`config.mk`:
```
export PLATFORM = sky130hd
export DESIGN_NAME = block_sprite_loader_flat
export DESIGN_NICKNAME = d
export VERILOG_FILES = /design/src/rtl/block_pkg.sv /design/src/rtl/block_sprite_loader_if.sv /design/src/rtl/block_sprite_loader.sv /design/src/flat_wrapper.sv
export SDC_FILE = /design/constraint.sdc
export NUM_CORES = 1
export LEC_CHECK = 0
export BUFFER_PORTS_ARGS = -buffer_cell sky130_fd_sc_hd__buf_2
export CELL_PAD_IN_SITES_DETAIL_PLACEMENT = 0
export CELL_PAD_IN_SITES_GLOBAL_PLACEMENT = 1
export CORE_ASPECT_RATIO = 0.9
export CORE_MARGIN = 3
export CORE_UTILIZATION = 30
export DETAILED_ROUTE_END_ITERATION = 8
export GPL_TIMING_DRIVEN = 0
export PLACE_DENSITY = 0.62
export SLEW_MARGIN = 0
export SYNTH_ARGS = -nofsm -noshare
export SYNTH_HDL_FRONTEND = slang
export SYNTH_SLANG_ARGS = --single-unit
```
`constraint.sdc`:
```
create_clock -name clk -period 2.9 [get_ports clk]
set_input_delay 0.58 -clock clk [delete_from_list [all_inputs] [get_ports clk]]
set_output_delay 0.58 -clock clk [all_outputs]
set_load 0.05 [all_outputs]
```
`src/rtl/block_pkg.sv`:
```
// Types and constants shared by the sprite loader and the block renderer's sprite RAM.
package block_pkg;

    typedef enum logic [1:0] {
        IDLE,
        WAIT_BYTE,
        UNPACK,
        DONE
    } state_t;

    localparam int PIX_PER_BYTE = 4;
    localparam int PIX_BITS     = 2;
    localparam int SPRITE_ADDR  = 10;
    localparam int BYTE_BITS    = PIX_PER_BYTE * PIX_BITS;

endpackage

```
`src/rtl/block_sprite_loader_if.sv`:
```
// Packed-pixel byte stream with valid/ready handshake, from the host byte bridge.
interface block_sprite_loader_if;
    import block_pkg::*;

    logic [BYTE_BITS-1:0] s_data;
    logic                 s_valid;
    logic                 s_ready;

    modport master (output s_data, output s_valid, input  s_ready);
    modport slave  (input  s_data, input  s_valid, output s_ready);

endinterface

```
`src/rtl/block_sprite_loader.sv`:
```
// Sprite RAM write engine: takes one packed byte at a time and writes its four
// 2-bit palette codes to consecutive addresses, one full image per start.
module block_sprite_loader
    import block_pkg::*;
#(
    parameter int ADDR    = SPRITE_ADDR,
    parameter int TIMEOUT = 100000
) (
    input  logic                  clk,
    input  logic                  rst_n,
    input  logic                  start,
    input  logic                  abort,
    block_sprite_loader_if.slave  s,
    output logic                  we,
    output logic [ADDR-1:0]       addr_w,
    output logic [PIX_BITS-1:0]   pixel_in,
    output logic                  busy,
    output logic                  done,
    output logic                  err
);

    localparam int TW = $clog2(TIMEOUT + 1);
    localparam int PW = $clog2(PIX_PER_BYTE);
    localparam logic [TW-1:0] TMO_LAST = TW'(TIMEOUT - 1);
    localparam logic [PW-1:0] PIX_LAST = PW'(PIX_PER_BYTE - 1);

    state_t               state_q, state_d;
    logic [BYTE_BITS-1:0] byte_q, byte_d;
    logic [PW-1:0]        pix_q, pix_d;
    // One extra bit so the wrap after the last pixel reads as completion.
    logic [ADDR:0]        cnt_q, cnt_d;
    logic [TW-1:0]        tmo_q, tmo_d;
    logic                 s_ready_q, s_ready_d;
    logic                 we_q, we_d;
    logic [ADDR-1:0]      addr_w_q, addr_w_d;
    logic [PIX_BITS-1:0]  pixel_in_q, pixel_in_d;
    logic                 done_q, done_d;
    logic                 err_q, err_d;

    always_ff @(posedge clk or negedge rst_n) begin
        if (!rst_n) begin
            state_q    <= IDLE;
            byte_q     <= '0;
            pix_q      <= '0;
            cnt_q      <= '0;
            tmo_q      <= '0;
            s_ready_q  <= 1'b0;
            we_q       <= 1'b0;
            addr_w_q   <= '0;
            pixel_in_q <= '0;
            done_q     <= 1'b0;
            err_q      <= 1'b0;
        end else begin
            state_q    <= state_d;
            byte_q     <= byte_d;
            pix_q      <= pix_d;
            cnt_q      <= cnt_d;
            tmo_q      <= tmo_d;
            s_ready_q  <= s_ready_d;
            we_q       <= we_d;
            addr_w_q   <= addr_w_d;
            pixel_in_q <= pixel_in_d;
            done_q     <= done_d;
            err_q      <= err_d;
        end
    end

    always_comb begin
        state_d    = state_q;
        byte_d     = byte_q;
        pix_d      = pix_q;
        cnt_d      = cnt_q;
        tmo_d      = tmo_q;
        we_d       = 1'b0;
        addr_w_d   = addr_w_q;
        pixel_in_d = pixel_in_q;
        done_d     = 1'b0;
        err_d      = 1'b0;

        case (state_q)
            IDLE: begin
                if (start && !abort) begin
                    state_d = WAIT_BYTE;
                    cnt_d   = '0;
                    tmo_d   = '0;
                end
            end
            WAIT_BYTE: begin
                // The first pixel goes out on the handshake edge; the rest stay in the shifter.
                if (s.s_valid && s_ready_q) begin
                    byte_d     = s.s_data >> PIX_BITS;
                    pixel_in_d = s.s_data[PIX_BITS-1:0];
                    pix_d      = '0;
                    tmo_d      = '0;
                    we_d       = 1'b1;
                    addr_w_d   = cnt_q[ADDR-1:0];
                    cnt_d      = cnt_q + 1'b1;
                    state_d    = UNPACK;
                end else if (tmo_q == TMO_LAST) begin
                    err_d   = 1'b1;
                    state_d = IDLE;
                end else begin
                    tmo_d = tmo_q + 1'b1;
                end
            end
            UNPACK: begin
                if (pix_q != PIX_LAST) begin
                    pixel_in_d = byte_q[PIX_BITS-1:0];
                    byte_d     = byte_q >> PIX_BITS;
                    pix_d      = pix_q + 1'b1;
                    we_d       = 1'b1;
                    addr_w_d   = cnt_q[ADDR-1:0];
                    cnt_d      = cnt_q + 1'b1;
                end else if (cnt_q[ADDR]) begin
                    done_d  = 1'b1;
                    state_d = DONE;
                end else begin
                    state_d = WAIT_BYTE;
                end
            end
            DONE: begin
                state_d = IDLE;
            end
            default: begin
                state_d = IDLE;
            end
        endcase

        if (abort && (state_q != IDLE)) begin
            state_d = IDLE;
            we_d    = 1'b0;
            done_d  = 1'b0;
            err_d   = 1'b0;
        end

        s_ready_d = (state_d == WAIT_BYTE);
    end

    assign s.s_ready = s_ready_q;
    assign we        = we_q;
    assign addr_w    = addr_w_q;
    assign pixel_in  = pixel_in_q;
    assign busy      = (state_q != IDLE);
    assign done      = done_q;
    assign err       = err_q;

endmodule

```
`src/flat_wrapper.sv`:
```
// flat-port wrapper written by rule: the top's interface ports become plain ports
module block_sprite_loader_flat import block_pkg::*;
#(
    parameter int ADDR    = SPRITE_ADDR,
    parameter int TIMEOUT = 100000
)
  (clk, rst_n, start, abort, we, addr_w, pixel_in, busy, done, err, s_s_data, s_s_valid, s_s_ready);
  block_sprite_loader_if s_i ();
  input  logic clk;
  input  logic rst_n;
  input  logic start;
  input  logic abort;
  output logic we;
  output logic [ADDR-1:0] addr_w;
  output logic [PIX_BITS-1:0] pixel_in;
  output logic busy;
  output logic done;
  output logic err;
  input wire logic [$bits(s_i.s_data)-1:0] s_s_data;
  input wire logic [$bits(s_i.s_valid)-1:0] s_s_valid;
  output wire logic [$bits(s_i.s_ready)-1:0] s_s_ready;
  assign s_i.s_data = s_s_data;
  assign s_i.s_valid = s_s_valid;
  assign s_s_ready = s_i.s_ready;
  block_sprite_loader #(.ADDR(ADDR), .TIMEOUT(TIMEOUT)) u_core (.clk(clk), .rst_n(rst_n), .start(start), .abort(abort), .s(s_i), .we(we), .addr_w(addr_w), .pixel_in(pixel_in), .busy(busy), .done(done), .err(err));
endmodule
```
==> impl_metrics.csv, run 1 <==
group,metric,value,unit
outcome,outcome,"finished clean",
cts,cts.htree.levels,2,
sta,min_period_over_period,82.4,%
sta,tightest_slew,0.770,ns
cells_and_area,nets,347,
pwr,leakagePower,1.40,nW
sta,fin_tns_setup,0,ns
detailed_routing,finalWirelength,6630,µm
place,port_buffers,29,
worst_hold_path,hp-class,"in -> async",
yosys,avgSynthCellArea,9.79,µm²
yosys,ys_ff_latch,54,
job,cap_violations,0,
worst_setup_path,path_max_fanout,9,
yosys,synth_warnings,0,
die,rows,33,
cells_and_area,diodes,0,
yosys,ys_async_sr_fraction,100,%
global_routing,track_usage,13.4,%
sta,rsz0062_at_grt,"false",
pwr,powerDensity,721,mW/mm²
sta,min_period,2.39,ns
cells_and_area,fillers,984,
global_routing,grt_max_degree,55,
sta,max_freq,0.418,GHz
detailed_routing,drt-pass1-iter-count,5,
worst_setup_path,arrival,2.62,ns
sta,final.setup_skew,0.00935,ns
die,die_h,98.5,µm
cts,clk_pin_slew,0.11,ns
place,dpl.cell_count,442,
detailed_routing,wl_per_cell,14.8,µm
global_routing,grt_pass1_vias,2233,
cts,cts_tree,"built",
cells_and_area,syn2layout_area_growth,13.5,%
cts,post_cts_resized,0,
worst_setup_path,slowest_stage,"or3_2",
cts,hold_buffers,0,
pwr,p_comb_share,41.5,%
cells_and_area,layout_commonest_cell,"dfrtp_1",
cts,cts.sinks,54,
yosys,synthFlopType,"dfrtp_1",
worst_setup_path,crit_path_end_kind,"flop",
cts,cts_made_buffers,5,
global_routing,antenna_found_initial,0,
worst_setup_path,setup.worst_path.class,"reg -> reg",
pwr,ir_drop,0.512,mV
yosys,syn_inst,291,
detailed_routing,drtIter0Drc,86,
pwr,p_int,0.00134,W
yosys,synth_edf_count,0,
pwr,switching_power,0.000996,W
detailed_routing,vias_per_cell,5.12,
die,core-area,0.00917,mm²
die,chipWidth,109,µm
sta,hold_violations,0,
cells_and_area,instances_no_fill,449,
cells_and_area,drive_gt1_share,18.3,%
cells_and_area,final_cell_mix,"dfrtp_1 (54), nand2_1 (35), o21ai_0 (31), buf_2 (29)",
yosys,synth-seq-area-share,47.4,%
cts,worstSkewPairLatency,0.31,ns
place,post-dp-hpwl,4660,µm
yosys,ys_types,60,
sta,setup_viol,0,
worst_setup_path,max_stage_delay,0.55,ns
yosys,synth_nets,311,
worst_setup_path,worstPathCellList,"inv_1 -> ha_1 -> a21boi_2 -> o21ai_1 -> or3_2 -> o211ai_1",
worst_setup_path,start_kind,"flop",
detailed_routing,ant_nets,0,
cells_and_area,final_core_util,35.3,%
global_routing,grt_pass1_wl,11400,µm
cts,root_buffer,"clkbuf_8",
die,start_util,31.1,%
die,num_io_pins,30,
pwr,p_seq_share,40.4,%
cts,clock_path_buffers,2,
sta,relSlewSlack,48.3,%
detailed_routing,vias,2297,
place,gp_congestion,0.771,
pwr,swShare,42.7,%
cts,cts_setup_buffers,0,
yosys,syn_area,0.00285,mm²
sta,slew_viol_final,0,
detailed_routing,drcViolationCount,0,
pwr,clkPwrFrac,18.1,%
die,die_area,0.0107,mm²
global_routing,grt-ovfl-total,0,
worst_setup_path,worstPathRequired,3.13,ns
-- routing by layer --
metal | vias to the layer above | share of wire (%) | GRT usage (%)
met5 | - | 0 | 0
met4 | 0 | 1.4 | 4.66
met3 | 11 | 3.7 | 2.49
met2 | 44 | 43 | 18.8
met1 | 1105 | 52 | 20.4
li1 | 1137 | - | -
-- cells by family after synthesis --
family          Yosys count  share of synthesized area [%]
simple gates            105                           19.9
buf+inv                  24                           3.64
flops                    54                           47.4
compound gates           80                           18.1
mux                      19                           7.16
xor+xnor                  2                          0.615
fa+ha+maj                 7                           3.07
-- worst max-delay path, delay by kind of cell, from the launching register on --
kind	cells	cell delay, ns
adders and majority gates	1	0.24
AOI/OAI and AO/OA	3	0.97
buffers and inverters	1	0.11
and+or+nand+nor	1	0.55
DFF	1	0.43
-- path summary, 6_finish.rpt --
check / cells past startpoint / slack (ns) / from / endpoint
max in group asynchronous: 1 / 2.15 / rst_n / u_core.tmo_q[3]$_DFFE_PN0P_
min in group clk: 2 / 0.48 / u_core.pixel_in[0]$_DFFE_PN0P_ / u_core.pixel_in[0]$_DFFE_PN0P_
max reg2reg: 6 / 0.51 / u_core.state_q[1]$_DFF_PN0_ / u_core.tmo_q[3]$_DFFE_PN0P_
min: 1 / 0.30 / rst_n / u_core.addr_w[6]$_DFFE_PN0P_
min reg2reg: 2 / 0.48 / u_core.pixel_in[0]$_DFFE_PN0P_ / u_core.pixel_in[0]$_DFFE_PN0P_
max: 6 / 0.51 / u_core.state_q[1]$_DFF_PN0_ / u_core.tmo_q[3]$_DFFE_PN0P_
-- metrics by stage --
stage | area (µm²) | power [W] | hold slack (ns) | setup WS, ns
detailed placement | 3150 | 0.00194 | 0.470 | 0.560
CTS | 3230 | 0.00237 | 0.494 | 0.531
floorplan | 2850 | 0.00165 | 0.284 | 0.678
global route | 3230 | 0.00253 | 0.358 | 0.296
finish | 3230 | 0.00233 | 0.300 | 0.510
global placement | 3150 | 0.00192 | 0.461 | 0.567
-- synth_stat cells (7+ instances only) --
| cell | number | area, µm² |
|---|---|---|
| dfrtp_1 | 54 | 1350 |
| nand2b_1 | 9 | 56.3 |
| a21oi_1 | 11 | 55.1 |
| nor2_1 | 11 | 41.3 |
| inv_1 | 9 | 33.8 |
| ha_1 | 7 | 87.6 |
| nand2_1 | 35 | 131 |
| clkbuf_1 | 9 | 33.8 |
| o21ai_0 | 31 | 155 |
| o31ai_1 | 7 | 52.6 |
| mux2i_1 | 8 | 80.1 |
| nand3_1 | 9 | 45.0 |
| mux2_2 | 10 | 113 |
-- layout make-up --
cell class	instances	area (µm²)	area share (%)
tap	122	153	4.72
timing repair buffer	29	148	4.57
inverter	10	37.5	1.16
clock inverter	2	15.0	0.464
buffer	14	66.3	2.05
multi-input combinational	213	1390	43.1
sequential	54	1350	41.8
clock buffer	5	68.8	2.13
-- sequential cells by signal (all words and copies together), names as in the netlist --
name              flops
u_core.addr_w        10
u_core.byte_q         6
u_core.cnt_q         11
u_core.done           1
u_core.err            1
u_core.pix_q          2
u_core.pixel_in       2
u_core.s.s_ready      1
u_core.state_q        2
u_core.tmo_q         17
u_core.we             1
-- power groups by stage --
stage,clock [W],sequential (W),combinational [W]
after detailed placement,0,0.000960,0.000977
final,0.000421,0.000943,0.000968
after CTS,0.000443,0.000945,0.000980
after global routing,0.000472,0.000966,0.00109
after global placement,0,0.000955,0.000962
after floorplan,0,0.00105,0.000602
Power figures use the tool's default switching activity.
==> run 2: changes to the inputs <==
--- a/config.mk
+++ b/config.mk
@@ -5,6 +5,7 @@
 export SDC_FILE = /design/constraint.sdc
 export NUM_CORES = 1
 export LEC_CHECK = 0
+export ABC_AREA = 1
 export BUFFER_PORTS_ARGS = -buffer_cell sky130_fd_sc_hd__buf_2
 export CELL_PAD_IN_SITES_DETAIL_PLACEMENT = 0
 export CELL_PAD_IN_SITES_GLOBAL_PLACEMENT = 1
@@ -13,7 +14,7 @@
 export CORE_UTILIZATION = 30
 export DETAILED_ROUTE_END_ITERATION = 8
 export GPL_TIMING_DRIVEN = 0
-export PLACE_DENSITY = 0.62
+export PLACE_DENSITY = 0.65
 export SLEW_MARGIN = 0
 export SYNTH_ARGS = -nofsm -noshare
 export SYNTH_HDL_FRONTEND = slang
==> constraint.sdc (replaced) <==
create_clock -name clk -period 2.3 [get_ports clk]
set_input_delay 0.46 -clock clk [delete_from_list [all_inputs] [get_ports clk]]
set_output_delay 0.46 -clock clk [all_outputs]
set_load 0.05 [all_outputs]
==> run 2 against run 1 <==
  * Wire length is 10% higher
  * Flip-flop and latch count is the same
  * Clock power up 55%
  * Combinational power up 46%
  * Via count rose by 12%
  * Setup slack worse by 0.22 ns
  * Cell count increased by 22%
  * Maximum frequency is 19% higher
  * Sequential share of layout area decreased by 1.7 points
  * Critical endpoint is now u_core.tmo_q[4]$_DFFE_PN0P_
  * Largest cell class unchanged
==> impl_metrics.csv, run 2 <==
group,metric,value,unit
outcome,outcome,"finished clean",
worst_setup_path,arrival,2.21,ns
cells_and_area,largest_register_ffs,17,
worst_setup_path,crit_end,"u_core.tmo_q[4]$_DFFE_PN0P_",
yosys,post_synth_fa_ha_maj_area_fraction,2.96,%
sta,setup_viol,0,
yosys,synth_simple_gate_area_share,31.2,%
place,dpl.cell_count,542,
sta,setup_ws,0.295,ns
sta,fin_tns_setup,0,ns
worst_hold_path,hp-class,"in -> async",
sta,final.setup_skew,0.00656,ns
worst_setup_path,path_common_cell,"inv_1",
cts,worstSkewPairLatency,0.31,ns
detailed_routing,wl_per_cell,13.3,µm
yosys,synth-xor-area-share,1.78,%
place,gp_congestion,0.818,
cts,hold_buffers,0,
die,rows,33,
cts,cts_setup_buffers,0,
cells_and_area,syn2layout_area_growth,14.0,%
cts,cts_tree,"built",
cts,clock_path_buffers,2,
cts,clk_pin_slew,0.10,ns
yosys,yosys.area.top_type,"dfrtp_1",
worst_setup_path,max_stage_delay,0.44,ns
cts,cts.sinks,54,
detailed_routing,drtIter0Drc,208,
cells_and_area,top_register,"u_core.tmo_q",
job,cap_violations,0,
worst_setup_path,crit_path_end_kind,"flop",
yosys,synth_compound_area_share,10.2,%
cts,cts_made_buffers,5,
yosys,syn_inst,391,
die,start_util,31.6,%
detailed_routing,finalWirelength,7310,µm
die,die_h,100,µm
pwr,leakagePower,1.61,nW
detailed_routing,vias,2568,
die,num_io_pins,30,
global_routing,grt_pass1_wl,12700,µm
yosys,yosysTopAreaCellShare,45.7,%
sta,relSlewSlack,52.7,%
detailed_routing,vias_per_cell,4.67,
pwr,powerDensity,967,mW/mm²
global_routing,grt_pass1_vias,2481,
yosys,syn_area,0.00296,mm²
worst_setup_path,start_kind,"flop",
worst_setup_path,r2r-end,"u_core.tmo_q[4]$_DFFE_PN0P_",
worst_setup_path,critPathLaunch,"u_core.state_q[1]$_DFF_PN0_",
global_routing,grt_max_degree,55,
cells_and_area,final_area,0.00337,mm²
cells_and_area,multiInputGateArea,0.00137,mm²
cts,root_buffer,"clkbuf_8",
global_routing,grt-ovfl-total,0,
sta,rsz0062_at_grt,"false",
yosys,synth_top_family_by_area,"simple AND/OR/NAND/NOR gates",
place,port_buffers,29,
pwr,ir_drop,0.602,mV
worst_setup_path,r2r_setup_slack,0.30,ns
sta,slew_viol_final,0,
cells_and_area,drive_gt1_share,13.8,%
worst_setup_path,setup.worst_path.class,"reg -> reg",
place,place_worst_setup_slack,0.289,ns
global_routing,antenna_found_initial,0,
yosys,synthFlopType,"dfrtp_1",
yosys,synth.most_common_cell,"nand2_1",
yosys,synth_area_leaders,"dfrtp_1 (46%), nand2_1 (13%), nor2_1 (5.7%), inv_1 (5.6%), nand3_1 (5.1%)",
cells_and_area,diodes,0,
yosys,ys_types,29,
yosys,synth_common_cells,"nand2_1 (102), dfrtp_1 (54), nor2_1 (45)",
cells_and_area,nets,447,
sta,min_period,2.00,ns
place,placed_area,0.00326,mm²
sta,min_period_over_period,87.2,%
die,chipWidth,111,µm
global_routing,track_usage,13.9,%
sta,tightest_slew,0.709,ns
detailed_routing,drcViolationCount,0,
worst_setup_path,reg2reg_from,"u_core.state_q[1]$_DFF_PN0_",
cells_and_area,layout_commonest_cell,"nand2_1",
yosys,avgSynthCellArea,7.56,µm²
yosys,ys_ff_latch,54,
yosys,muxShareOfSynthArea,0,%
cts,cts.htree.levels,2,
place,post-dp-hpwl,5380,µm
yosys,synth_edf_count,0,
die,core-area,0.00937,mm²
sta,hold_violations,0,
worst_setup_path,reg2reg_depth,11,
worst_setup_path,slowest_stage,"dfrtp_1",
yosys,ys_async_sr_fraction,100,%
detailed_routing,ant_nets,0,
yosys,synth-seq-area-share,45.7,%
yosys,synth_warnings,0,
cts,post_cts_resized,0,
cells_and_area,instances_no_fill,550,
worst_setup_path,path_max_fanout,10,
cells_and_area,regArea,0.00135,mm²
worst_setup_path,worstPathCellList,"inv_1 -> ha_1 -> buf_2 -> nand2_1 -> inv_1 -> nand4_1 -> nand2_2 -> inv_2 -> buf_6 -> nand3_1 -> o21ai_2",
cells_and_area,fillers,1005,
die,die_area,0.0111,mm²
cells_and_area,final_cell_mix,"nand2_1 (102), dfrtp_1 (54), nor2_1 (45), inv_1 (44), buf_2 (32)",
detailed_routing,drt-pass1-iter-count,4,
worst_setup_path,worstPathRequired,2.50,ns
sta,max_freq,0.499,GHz
yosys,synth_nets,411,
-- run 2: changes by cell type after synthesis, sizes merged, moves of 9 or more --
cell    delta
nor2      +36
nor3       +9
inv       +37
nand2b     -9
nand2     +71
mux2      -11
nand3     +20
clkbuf     -9
-- run 2: final cells by class --
type	instances	area share, %
timing repair buffer	29	4.38
tap	122	4.53
inverter	47	5.23
clock inverter	3	1.34
sequential	54	40.1
multi-input combinational	279	40.5
clock buffer	5	2.04
buffer	11	1.93
-- run 2: power by group --
group / internal [W] / switching [W]
registers: 0.00110 / 0.0000981
clock network: 0.000324 / 0.000327
logic: 0.000366 / 0.00104
total: 0.00179 / 0.00147
-- run 2: cells by family after synthesis --
group | after synthesis
AND/OR/NAND/NOR | 212
XOR/XNOR | 6
adder cells (fa/ha/maj) | 7
AO/OA/AOI/OAI | 54
buffers and inverters | 58
flip-flops | 54
-- run 2: through the flow --
step,hold WS [ns],utilization (%),total power (W)
2_1_floorplan,0.164,-,0.00222
3_3_place_gp,0.462,34.7,0.00262
3_5_place_dp,0.471,34.7,0.00263
4_1_cts,0.400,35.9,0.00330
5_1_grt,0.253,36.0,0.00351
6_report,0.173,36.0,0.00326
-- run 2: per-layer routing --
metal | vias to the layer above | wire length [µm] | track usage, % | part of all wire (%)
met5 | - | 0 | 0 | 0
met4 | 0 | 111 | 3.88 | 1.5
met3 | 12 | 322 | 2.41 | 4.4
met2 | 55 | 2750 | 19.6 | 38
met1 | 1175 | 4130 | 21.7 | 57
li1 | 1326 | - | - | -
-- run 2: worst min-delay path by stage --
stage,from,end,cells after the start
final,rst_n,u_core.cnt_q[9]$_DFFE_PN0P_,1
after global routing,rst_n,u_core.cnt_q[9]$_DFFE_PN0P_,1
after CTS,s_s_data[7],u_core.byte_q[5]$_DFFE_PN0P_,3
after detailed placement,u_core.byte_q[1]$_DFFE_PN0P_,u_core.byte_q[1]$_DFFE_PN0P_,2
after global placement,u_core.pixel_in[0]$_DFFE_PN0P_,u_core.pixel_in[0]$_DFFE_PN0P_,2
after floorplan,rst_n,u_core.addr_w[0]$_DFFE_PN0P_,0
-- run 2: worst max-delay path, delay by kind of cell, from the launching register on --
| family | cells | cell delay (ns) |
|---|---|---|
| buffers and inverters | 5 | 0.69 |
| and+or+nand+nor | 4 | 0.56 |
| DFF | 1 | 0.44 |
| adders and majority gates | 1 | 0.14 |
| AOI/OAI and AO/OA | 1 | 0.06 |
==> run 3: changes to the inputs <==
--- a/config.mk
+++ b/config.mk
@@ -14,6 +14,7 @@
 export CORE_UTILIZATION = 30
 export DETAILED_ROUTE_END_ITERATION = 8
 export GPL_TIMING_DRIVEN = 0
+export MAX_ROUTING_LAYER = met4
 export PLACE_DENSITY = 0.65
 export SLEW_MARGIN = 0
 export SYNTH_ARGS = -nofsm -noshare
==> run 3 against run 2 <==
  * Flip-flop and latch count stayed put
  * Maximum frequency up 0.23%
  * Global-route usage grew 0.42 points
  * Setup slack better by 0.0046 ns
  * Clock power shrank 0.8%
  * First-iteration DRC count shrank 7.7%
  * Critical path type unchanged
  * Largest cell class unchanged
==> impl_metrics.csv, run 3 (synthesized netlist as in run 2, its figures left out) <==
group,metric,value,unit
die,rows,33,
die,start_util,31.6,%
worst_setup_path,worstPathRequired,2.50,ns
pwr,p_seq_share,36.9,%
detailed_routing,vias_per_cell,4.66,
sta,min_period_over_period,87.0,%
worst_setup_path,r2r_setup_slack,0.30,ns
die,chipWidth,111,µm
detailed_routing,vias,2564,
worst_setup_path,setup.worst_path.class,"reg -> reg",
worst_setup_path,path_max_fanout,10,
global_routing,grt_max_degree,55,
die,num_io_pins,30,
sta,setup_viol,0,
sta,min_period,2.00,ns
detailed_routing,drtIter0Drc,192,
sta,hold_violations,0,
pwr,powerDensity,965,mW/mm²
cts,worstSkewPairLatency,0.30,ns
worst_setup_path,r2r-end,"u_core.tmo_q[4]$_DFFE_PN0P_",
pwr,clkPwrFrac,19.9,%
global_routing,antenna_found_initial,0,
place,gp_congestion,0.831,
cells_and_area,top_register,"u_core.tmo_q",
worst_setup_path,start_kind,"flop",
worst_setup_path,reg2reg_from,"u_core.state_q[1]$_DFF_PN0_",
worst_setup_path,critPathLaunch,"u_core.state_q[1]$_DFF_PN0_",
detailed_routing,drcViolationCount,0,
global_routing,grt-ovfl-total,0,
cells_and_area,layout_commonest_cell,"nand2_1",
sta,max_freq,0.500,GHz
cells_and_area,largest_register_ffs,17,
detailed_routing,drt-pass1-iter-count,4,
pwr,swShare,44.9,%
cells_and_area,nets,447,
cts,cts_made_buffers,5,
worst_hold_path,hp-class,"in -> async",
sta,final.setup_skew,0.00510,ns
place,port_buffers,29,
outcome,outcome,"finished clean",
die,die_h,100,µm
cts,hold_buffers,0,
cts,cts.sinks,54,
cells_and_area,diodes,0,
detailed_routing,ant_nets,0,
cts,clock_path_buffers,2,
cells_and_area,syn2layout_area_growth,14.0,%
die,core-area,0.00937,mm²
pwr,leakagePower,1.61,nW
cts,clk_pin_slew,0.10,ns
global_routing,track_usage,14.3,%
worst_setup_path,arrival,2.20,ns
sta,hold_ws,0.188,ns
detailed_routing,finalWirelength,7280,µm
cells_and_area,drive_gt1_share,13.8,%
detailed_routing,wl_per_cell,13.2,µm
global_routing,grt_pass1_vias,2479,
pwr,switching_power,0.00146,W
cts,cts_tree,"built",
worst_setup_path,crit_path_end_kind,"flop",
sta,slew_viol_final,0,
worst_setup_path,crit_end,"u_core.tmo_q[4]$_DFFE_PN0P_",
place,post-dp-hpwl,5380,µm
cts,cts.htree.levels,2,
worst_setup_path,reg2reg_depth,11,
pwr,p_int,0.00179,W
job,cap_violations,0,
cts,post_cts_resized,0,
sta,tightest_slew,0.696,ns
cells_and_area,final_cell_mix,"nand2_1 (102), dfrtp_1 (54), nor2_1 (45), inv_1 (44), buf_2 (32)",
sta,rsz0062_at_grt,"false",
pwr,p_comb_share,43.2,%
pwr,ir_drop,0.601,mV
cts,cts_setup_buffers,0,
sta,fin_tns_setup,0,ns
pwr,finalPower,0.00325,W
global_routing,grt_pass1_wl,12700,µm
die,die_area,0.0111,mm²
sta,relSlewSlack,53.6,%
cts,root_buffer,"clkbuf_8",
[run 3: cell counts in the layout (fill, tap and decap cells not counted)]
No cell type changed its count.
[run 3: stage by stage]
| stage | util [%] | cells | cell area, µm² | worst slack (ns) |
|---|---|---|---|---|
| finish | 36.0 | 550 | 3370 | 0.300 |
| global route | 36.0 | 550 | 3370 | 0.0970 |
| CTS | 35.9 | 550 | 3370 | 0.263 |
| detailed placement | 34.7 | 542 | 3260 | 0.289 |
| global placement | 34.7 | 542 | 3260 | 0.276 |
| floorplan | - | 391 | 2960 | 0.569 |
[run 3: power groups by stage]
stage          clock [W]  combinational, W  sequential, W
6_report        0.000646           0.00141        0.00120
5_1_grt         0.000708           0.00158        0.00122
4_1_cts         0.000680           0.00142        0.00120
3_5_place_dp           0           0.00141        0.00122
3_3_place_gp           0           0.00141        0.00121
2_1_floorplan          0          0.000857        0.00136
[run 3: layer usage]
layer	share of wire, %	up-vias	wire length, µm	track usage, %
met5	0	-	0	-
met3	3.1	9	229	2.41
met2	38	46	2770	19.5
li1	-	1327	-	-
met1	57	1182	4170	21.7
met4	1.5	0	106	3.88
[run 3: worst min-delay path by stage]
stage                     slack, ns                      startpoint                              to
after detailed placement       0.47    u_core.byte_q[1]$_DFFE_PN0P_    u_core.byte_q[1]$_DFFE_PN0P_
final                          0.19                           rst_n     u_core.cnt_q[9]$_DFFE_PN0P_
after global routing           0.25                           rst_n     u_core.cnt_q[9]$_DFFE_PN0P_
after floorplan                0.16                           rst_n    u_core.addr_w[0]$_DFFE_PN0P_
after CTS                      0.40                     s_s_data[7]    u_core.byte_q[5]$_DFFE_PN0P_
after global placement         0.46  u_core.pixel_in[0]$_DFFE_PN0P_  u_core.pixel_in[0]$_DFFE_PN0P_
[run 3: critical path, stage by stage, from the launching register on]
cell and delay [ns]:
dfrtp_1 0.44, inv_1 0.12, ha_1 0.14, buf_2 0.18
nand2_1 0.12, inv_1 0.19, nand4_1 0.19, nand2_2 0.16
inv_2 0.06, buf_6 0.14, nand3_1 0.08, o21ai_2 0.06
[run 3: final cells by class]
cell class	count	area, µm²
Tap cell	122	153
Clock buffer	5	68.8
Buffer	11	65.1
Inverter	47	176
Multi-Input combinational cell	279	1370
Timing Repair Buffer	29	148
Sequential cell	54	1350
Clock inverter	3	45.0
Fill cell	1005	6000
